--- src/rtl/key_scan_if.sv ---
// Keypad-side bundle for key_scan: row sense in, column drive and
// debounced key reporting out.
interface key_scan_if;
    logic [3:0] row;
    logic [3:0] col;
    logic       key_valid;
    logic [3:0] key_code;
    logic       key_held;

    modport master (
        input  row,
        output col,
        output key_valid,
        output key_code,
        output key_held
    );

    modport slave (
        output row,
        input  col,
        input  key_valid,
        input  key_code,
        input  key_held
    );
endinterface

--- src/rtl/key_scan.sv ---
// 4x4 matrix keypad scanner: walks a single low column, debounces the
// returned row pattern and reports one pulse per physical key press.
module key_scan #(
    parameter int SCAN_DIV  = 50000,
    parameter int DEB_TICKS = 10
) (
    input  logic       clk,
    input  logic       rst,
    key_scan_if.master kbd
);

    localparam int DW = (SCAN_DIV > 1) ? $clog2(SCAN_DIV) : 1;
    localparam int CW = $clog2(DEB_TICKS + 1);
    localparam logic [DW-1:0] DIV_LAST = DW'(SCAN_DIV - 1);
    localparam logic [DW-1:0] DIV_ONE  = DW'(1);
    localparam logic [CW-1:0] DEB_LAST = CW'(DEB_TICKS - 1);
    localparam logic [CW-1:0] DEB_ONE  = CW'(1);

    typedef enum logic [1:0] {
        SCAN,
        DEBOUNCE,
        PRESSED,
        RELEASE
    } state_t;

    state_t        state_q;
    logic [3:0]    rowMeta_q;
    logic [3:0]    rowS_q;
    logic [DW-1:0] div_q;
    logic [DW-1:0] div_d;
    logic [3:0]    col_q;
    logic [3:0]    col_d;
    logic [1:0]    colIdx_q;
    logic [1:0]    colIdx_d;
    logic [CW-1:0] debCnt_q;
    logic [3:0]    pat_q;
    logic [1:0]    rowIdx_q;
    logic          keyValid_q;
    logic [3:0]    keyCode_q;
    logic          keyHeld_q;

    logic          tick;
    logic          single;
    logic [1:0]    rowIdx;
    logic          rowsIdle;

    // A key is only trusted when exactly one row is pulled low; two or more
    // low rows in one column can be ghosting, so they are treated as noise.
    always_comb begin
        single = 1'b0;
        rowIdx = 2'd0;
        case (rowS_q)
            4'b1110: begin single = 1'b1; rowIdx = 2'd0; end
            4'b1101: begin single = 1'b1; rowIdx = 2'd1; end
            4'b1011: begin single = 1'b1; rowIdx = 2'd2; end
            4'b0111: begin single = 1'b1; rowIdx = 2'd3; end
            default: begin single = 1'b0; rowIdx = 2'd0; end
        endcase
    end

    assign tick     = (div_q == DIV_LAST);
    assign div_d    = tick ? '0 : div_q + DIV_ONE;
    assign col_d    = {col_q[2:0], col_q[3]};
    assign colIdx_d = colIdx_q + 2'd1;
    assign rowsIdle = (rowS_q == 4'b1111);

    always_ff @(posedge clk) begin
        if (rst) begin
            state_q    <= SCAN;
            rowMeta_q  <= 4'b1111;
            rowS_q     <= 4'b1111;
            div_q      <= '0;
            col_q      <= 4'b1110;
            colIdx_q   <= 2'd0;
            debCnt_q   <= '0;
            pat_q      <= 4'b1111;
            rowIdx_q   <= 2'd0;
            keyValid_q <= 1'b0;
            keyCode_q  <= 4'd0;
            keyHeld_q  <= 1'b0;
        end else begin
            rowMeta_q  <= kbd.row;
            rowS_q     <= rowMeta_q;
            div_q      <= div_d;
            keyValid_q <= 1'b0;

            if (tick) begin
                case (state_q)
                    SCAN: begin
                        if (single) begin
                            pat_q    <= rowS_q;
                            rowIdx_q <= rowIdx;
                            debCnt_q <= DEB_ONE;
                            if (DEB_TICKS == 1) begin
                                keyCode_q  <= {rowIdx, colIdx_q};
                                keyValid_q <= 1'b1;
                                keyHeld_q  <= 1'b1;
                                state_q    <= PRESSED;
                            end else begin
                                state_q <= DEBOUNCE;
                            end
                        end else begin
                            col_q    <= col_d;
                            colIdx_q <= colIdx_d;
                        end
                    end

                    DEBOUNCE: begin
                        if (rowS_q == pat_q) begin
                            debCnt_q <= debCnt_q + DEB_ONE;
                            if (debCnt_q == DEB_LAST) begin
                                keyCode_q  <= {rowIdx_q, colIdx_q};
                                keyValid_q <= 1'b1;
                                keyHeld_q  <= 1'b1;
                                state_q    <= PRESSED;
                            end
                        end else begin
                            debCnt_q <= '0;
                            col_q    <= col_d;
                            colIdx_q <= colIdx_d;
                            state_q  <= SCAN;
                        end
                    end

                    // Column stays parked on the held key so any other key is
                    // invisible until this one is fully released.
                    PRESSED: begin
                        if (rowsIdle) begin
                            if (DEB_TICKS == 1) begin
                                keyHeld_q <= 1'b0;
                                debCnt_q  <= '0;
                                col_q     <= col_d;
                                colIdx_q  <= colIdx_d;
                                state_q   <= SCAN;
                            end else begin
                                debCnt_q <= DEB_ONE;
                                state_q  <= RELEASE;
                            end
                        end
                    end

                    RELEASE: begin
                        if (rowsIdle) begin
                            if (debCnt_q == DEB_LAST) begin
                                keyHeld_q <= 1'b0;
                                debCnt_q  <= '0;
                                col_q     <= col_d;
                                colIdx_q  <= colIdx_d;
                                state_q   <= SCAN;
                            end else begin
                                debCnt_q <= debCnt_q + DEB_ONE;
                            end
                        end else begin
                            state_q <= PRESSED;
                        end
                    end

                    default: state_q <= SCAN;
                endcase
            end
        end
    end

    assign kbd.col       = col_q;
    assign kbd.key_valid = keyValid_q;
    assign kbd.key_code  = keyCode_q;
    assign kbd.key_held  = keyHeld_q;

endmodule

--- src/flat_wrapper.sv ---
// flat-port wrapper written by rule: the top's interface ports become plain ports
module key_scan_flat 
#(
    parameter int SCAN_DIV  = 50000,
    parameter int DEB_TICKS = 10
)
  (clk, rst, kbd_row, kbd_col, kbd_key_valid, kbd_key_code, kbd_key_held);
  key_scan_if kbd_i ();
  input  logic clk;
  input  logic rst;
  input wire logic [$bits(kbd_i.row)-1:0] kbd_row;
  output wire logic [$bits(kbd_i.col)-1:0] kbd_col;
  output wire logic [$bits(kbd_i.key_valid)-1:0] kbd_key_valid;
  output wire logic [$bits(kbd_i.key_code)-1:0] kbd_key_code;
  output wire logic [$bits(kbd_i.key_held)-1:0] kbd_key_held;
  assign kbd_i.row = kbd_row;
  assign kbd_col = kbd_i.col;
  assign kbd_key_valid = kbd_i.key_valid;
  assign kbd_key_code = kbd_i.key_code;
  assign kbd_key_held = kbd_i.key_held;
  key_scan #(.SCAN_DIV(SCAN_DIV), .DEB_TICKS(DEB_TICKS)) u_core (.clk(clk), .rst(rst), .kbd(kbd_i));
endmodule
--- config.mk ---
export PLATFORM = sky130hd
export DESIGN_NAME = key_scan_flat
export DESIGN_NICKNAME = d
export VERILOG_FILES = /design/src/rtl/key_scan_if.sv /design/src/rtl/key_scan.sv /design/src/flat_wrapper.sv
export SDC_FILE = /design/constraint.sdc
export NUM_CORES = 1
export LEC_CHECK = 0
export CORE_ASPECT_RATIO = 1.75
export CORE_MARGIN = 2
export CORE_UTILIZATION = 45
export DETAILED_ROUTE_END_ITERATION = 12
export HOLD_SLACK_MARGIN = 0.03
export PLACE_DENSITY = 0.66
export SYNTH_ARGS = -nofsm -noshare
export SYNTH_HDL_FRONTEND = slang
export SYNTH_SLANG_ARGS = --single-unit
--- constraint.sdc ---
create_clock -name clk -period 1.85 [get_ports clk]
set_input_delay 0.37 -clock clk [delete_from_list [all_inputs] [get_ports clk]]
set_output_delay 0.37 -clock clk [all_outputs]
set_load 0.03 [all_outputs]
; ---- After elaboration in Yosys (flattened, before gate mapping)
; Index checks and enable logic that the tools add are counted.
[word_totals]
wordCells = 82
ff_bits = 48
input_bits = 6
output_inout_bits = 10
[classes]
addsub = 3
eq_ne = 21
n_reduce_logical = 12
bitwise = 3
n_mux = 31
[op_table]
columns = op, count
row1 = 2-to-1 mux 4 bit, 9
row2 = "equality test 4 bit, second input constant", 5
row3 = 2-to-1 mux 2 bit, 10
row4 = "adder 16 x 1 -> 16 bit, second input constant", 1
row5 = "equality test 16 bit, second input constant", 1
row6 = one-hot mux 4 bit (4 select lines), 1
row7 = "!= test 2 x 1 -> 1 bit, second input constant", 6
row8 = one-hot mux 2 bit (3 select lines), 2
row9 = one-hot mux 4 bit (3 select lines), 1
row10 = AND reduction 6 bit, 2
row11 = one-hot mux 2 bit (4 select lines), 1
row12 = AND reduction 4 bit, 2
row13 = OR reduction 4 bit, 2
row14 = 2-to-1 mux 1 bit, 6
row15 = "!= test 3 bit, second input constant", 2
row16 = AND reduction 5 bit, 1
row17 = "adder 4 x 1 -> 4 bit, second input constant", 1
row18 = "equality test 2 bit, second input constant", 2
row19 = "equality test 4 x 3 -> 1 bit, second input constant", 1
row20 = equality test 4 bit, 1
row21 = "!= test 2 bit, second input constant", 2
row22 = inverter 1 bit, 3
row23 = AND reduction 3 bit, 1
row24 = nonzero test 3 bit, 1
row25 = other kinds (6), 6

; ---- Longest topological paths before layout
[logic_depth]
depth_word = 5
ltp_mapped = 7
ltp_nobuf = 7

; ---- Least setup slack after synthesis
; Ideal clock, no wire load.
[synth_timing]
path_kind = register to register
start = register u_core.div_q[7]
end = register u_core.pat_q[2]
t_arrival_ns = 1.751
t_required_ns = 1.721
setup_slack_ns = -0.030
path_buffers = 1
period_less_slack_ns = 1.880
path_stages_with_launch = 7
setup_time_ns = 0.129
cell_sequence = dfxtp_1 -> or4b_4 -> nor4_4 -> o211a_1 -> buf_6 -> mux2i_1 -> nand2_1
[synth_between]
elab_chain_cells = 2
[synth_lines]
columns = item, line
row1 = start: declaration, key_scan.sv:29  ; logic [DW-1:0] div_q;
row2 = start signal: assignment, key_scan.sv:84  ; div_q <= div_d;
row3 = equality test 16 bit, key_scan.sv:61  ; assign tick = (div_q == DIV_LAST);
row4 = AND reduction 3 bit (no source line), n/a
row5 = end signal: assignment, key_scan.sv:91  ; pat_q <= rowS_q;
row6 = end: declaration, key_scan.sv:36  ; logic [3:0] pat_q;
; Every way passes these cells.
; A chain may end at the register's enable or synchronous reset.

; ---- Final worst setup path
[layout_timing]
start = register u_core.div_q[11]
end = register u_core.pat_q[1]
; The elaborated chain is that of the path after synthesis.

==> metrics.csv <==
stage;metric;value;unit
outcome;run_status;finished with violations;
outcome;violations;negative setup slack;
placed_design;placed_area;2863;um^2
clock_network;cts_root_buffer;clkbuf_8;
power_and_ir_drop;internal_power;1.521;mW
timing;final-setup-viol-count;6;
synth;synth_top_cell_area_share;41.16;%
timing;rsz0062_at_grt;true;
global_route;met1_usage;22.78;%
power_and_ir_drop;pwr_density_cell;626.0;nW/um^2
synth;synth_adder_area_share;1.608;%
worst_setup_path;r2r_end;u_core.pat_q[1]$_SDFFE_PP1P_;
placed_design;gp_congestion;0.8936;
synth;synth_top_family_by_area;simple AND/OR/NAND/NOR gates;
worst_setup_path;rr_worst_depth;7;
synth;synthMuxAreaShare;4.287;%
global_route;grt_pass1_vias;2048;
timing;timing.final.crit_share;102.2;%
clock_network;tritoncts;done;
worst_setup_path;start_kind;flop;
route;routedWlPerCell;15.50;um
worst_setup_path;reg2reg_from;u_core.div_q[11]$_SDFF_PP0_;
synth;synthCells;259;
power_and_ir_drop;p_clk_share;36.7;%
final_layout;drive_above_1_share;29.34;%
final_layout;multi_input_comb_area;1359;um^2
synth;yosys.area_share.simple;29.21;%
timing;tightest_slew;458.9;ps
final_layout;fin_area;3099;um^2
die;fp.dieW;58.45;um
min_path;hold_depth;1;
flow_run;drv_cap;0;
power_and_ir_drop;total_power;1.940;mW
global_route;grt-ovfl-total;0;
synth;synth_xor_area_share;7.503;%
power_and_ir_drop;switching_share;21.57;%
power_and_ir_drop;pwr-share-seq;54.7;%
synth;synth.most_common_cell;dfxtp_1;
min_path;whs_endpoint;u_core.rowS_q[1]$_SDFF_PP1_;
clock_network;cts_buffers;5;
timing;slew_violations;0;
worst_setup_path;arrival;2090;ps
die;rows;34;
final_layout;layout.nets;327;
power_and_ir_drop;power_switching;0.4185;mW
die;start_util;46.91;%
min_path;hold_start;u_core.rowMeta_q[1]$_SDFF_PP1_;
route;vias_per_cell;5.706;
clock_network;cts_buffer_depth;2;
clock_network;clk_latency;300;ps
global_route;grt_use_met2;38.98;%
synth;syn_avg_cell_area;9.014;um^2
synth;ys_seq_elements;48;
synth;yosysSeqAreaShare;41.16;%
timing;final_hold_viol_count;0;
final_layout;area_growth;32.74;%
synth;synth_edf_count;0;
route;drc_errors;0;
route;drt_pass1_iterations;4;
clock_network;clk_pin_slew;80;ps
synth;synth_cell_type_count;48;
route;drt-initial-drc-count;60;
final_layout;n_antenna_cell;0;
die;ios;16;
synth;ys.flop_type;dfxtp_1;
power_and_ir_drop;power_leakage;1.239;nW
global_route;grtUsageTotal;21.00;%
timing;skew;7.041;ps
route;ant_nets;0;
clock_network;cts_sinks;48;
timing;worst_slack;-40.91;ps
worst_setup_path;cp.required;2050;ps
power_and_ir_drop;pwr-share-comb;8.6;%
die;die_y;99.29;um
timing;period_needed;1891;ps
synth;ys_warn_count;0;
synth;syn_nets;268;
power_and_ir_drop;vdd_drop_max;0.6849;mV
synth;synthTopCellsByArea;dfxtp_1 (41%), xor2_1 (5.6%), nor2_1 (5.1%), mux2i_1 (4.3%), nand2_1 (3.4%);
global_route;grt.busiest_layer;met2;
synth;synth_largest_area_cell;dfxtp_1;
global_route;grt_pass1_wl;9.501;mm
final_layout;n_fill_cell;434;
synth;synth_compound_area_share;12.06;%
synth;synthesis.area;2335;um^2
route;dr_total_vias;2117;
worst_setup_path;path_class;reg2reg;
timing;timing.slew.headroom;69.17;%
worst_setup_path;rrSetupSlack;-40;ps
synth;async_reset_ff_share;0;%
worst_setup_path;end_kind;flop;
synth;synth_common_cells;dfxtp_1 (48), nor2_1 (32), nand2_1 (21);
die;fp.dieArea;5803;um^2
worst_setup_path;critPathMaxFanout;7;
clock_network;h-tree-depth;2;
final_layout;seq_area;970.9;um^2
placed_design;dp_hpwl;4.267;mm
route;routed_wl;5.751;mm
min_path;hold_class;reg2reg;
die;core;4977;um^2
timing;fmax;528.8;MHz
global_route;grt_use_met3;2.471;%
global_route;antenna_found_initial;0;
global_route;grt_max_degree;21;
placed_design;port_buffers;15;
placed cells by master, fill, tap and decap left out, types with 2 or more instances in the layout:
cell type and count:
o311ai_1 2, nand2_1 21, dfxtp_2 8, nor4_1 4, and4_1 2, o211a_1 2
or2_2 8, o21ai_0 2, inv_1 8, buf_4 46, and3_1 5, nor2_1 31
nor4_4 2, ha_1 2, a21oi_1 4, nand3_1 15, clkbuf_8 5, mux2i_1 10
a311o_1 2, xnor2_1 5, a22o_1 2, nand4_1 10, nor3_1 3, clkdlybuf4s50_1 14
nand3b_1 2, a21oi_2 3, nand4_4 2, nand2b_1 4, o211ai_1 7, xor2_1 14
dfxtp_1 40, o41ai_2 2, a211oi_1 3, buf_12 3
registers in the layout (all words and copies together), names as in the netlist:
| signal | flops |
|---|---|
| u_core.kbd.col | 4 |
| u_core.debCnt_q | 4 |
| u_core.kbd.key_held | 1 |
| u_core.rowS_q | 4 |
| u_core.rowIdx_q | 2 |
| u_core.kbd.key_code | 4 |
| u_core.pat_q | 4 |
| u_core.kbd.key_valid | 1 |
| u_core.rowMeta_q | 4 |
| u_core.div_q | 16 |
| u_core.colIdx_q | 2 |
| u_core.state_q | 2 |
layout make-up:
| type | instances | area share [%] |
|---|---|---|
| clock buffers | 5 | 2.220 |
| clock inverters | 1 | 0.9689 |
| inverters | 9 | 1.090 |
| multi-input cells | 189 | 43.84 |
| flip-flops and latches | 48 | 31.33 |
| well taps | 54 | 2.180 |
| repair buffers | 65 | 18.37 |
stage by stage:
step	setup slack [ps]	setup TNS, ps	cells	utilization, %	hold slack [ps]
final	-40.91	-175.7	371	62.27	413.9
after global routing	-125.6	-1282	371	62.27	430.0
after CTS	-21.25	-119.2	370	60.61	415.2
after detailed placement	-161.1	-795.5	361	57.52	396.7
after global placement	-141.7	-671.6	361	57.52	395.1
after floorplan	10.45	0	259	-	389.5
power by group through the flow:
stage / clock network [mW] / logic, mW / registers [mW]
floorplan: 0 / 0.0806 / 1.07
global placement: 0 / 0.143 / 1.08
detailed placement: 0 / 0.144 / 1.08
CTS: 0.725 / 0.158 / 1.06
global route: 0.763 / 0.180 / 1.06
finish: 0.712 / 0.168 / 1.06
how the worst max path moves through the flow:
stage | startpoint | end | cells after the start
3_3_place_gp | u_core.div_q[0]$_SDFF_PP0_ | u_core.state_q[1]$_SDFFE_PP0P_ | 7
5_1_grt | u_core.div_q[7]$_SDFF_PP0_ | u_core.pat_q[1]$_SDFFE_PP1P_ | 7
2_1_floorplan | u_core.div_q[7]$_SDFF_PP0_ | u_core.kbd.key_code[0]$_SDFFE_PP0P_ | 5
6_report | u_core.div_q[11]$_SDFF_PP0_ | u_core.pat_q[1]$_SDFFE_PP1P_ | 7
3_5_place_dp | u_core.div_q[0]$_SDFF_PP0_ | u_core.state_q[1]$_SDFFE_PP0P_ | 7
4_1_cts | u_core.div_q[7]$_SDFF_PP0_ | u_core.pat_q[1]$_SDFFE_PP1P_ | 7
worst max-delay path, stage by stage (launching register included):
cell	delay, ps
dfxtp_1	350
or4b_4	530
buf_6	140
nor4_4	160
o211a_1	230
buf_12	130
mux2i_1	180
nand2_1	60
per-layer routing:
| metal | vias up | share of wire (%) |
|---|---|---|
| li1 | 1036 | - |
| met1 | 1011 | 39 |
| met2 | 47 | 55 |
| met3 | 23 | 2.7 |
| met4 | 0 | 3.2 |
| met5 | - | 0 |
what timing repair did:
item,4_1_cts,5_1_grt
hold buffers,0,0
endpoints found under the setup margin,16,23
buffers inserted,3,1
pin swaps,7,6
gates resized for setup,7,19
cells by family (layout without fill, tap and decap cells):
group           after synthesis  after routing
simple gates                121            121
flops                        48             48
compound gates               35             35
buf+inv                      22             80
xor+xnor                     20             20
mux                          10             10
fa+ha+maj                     3              3
Power figures use the tool's default switching activity.
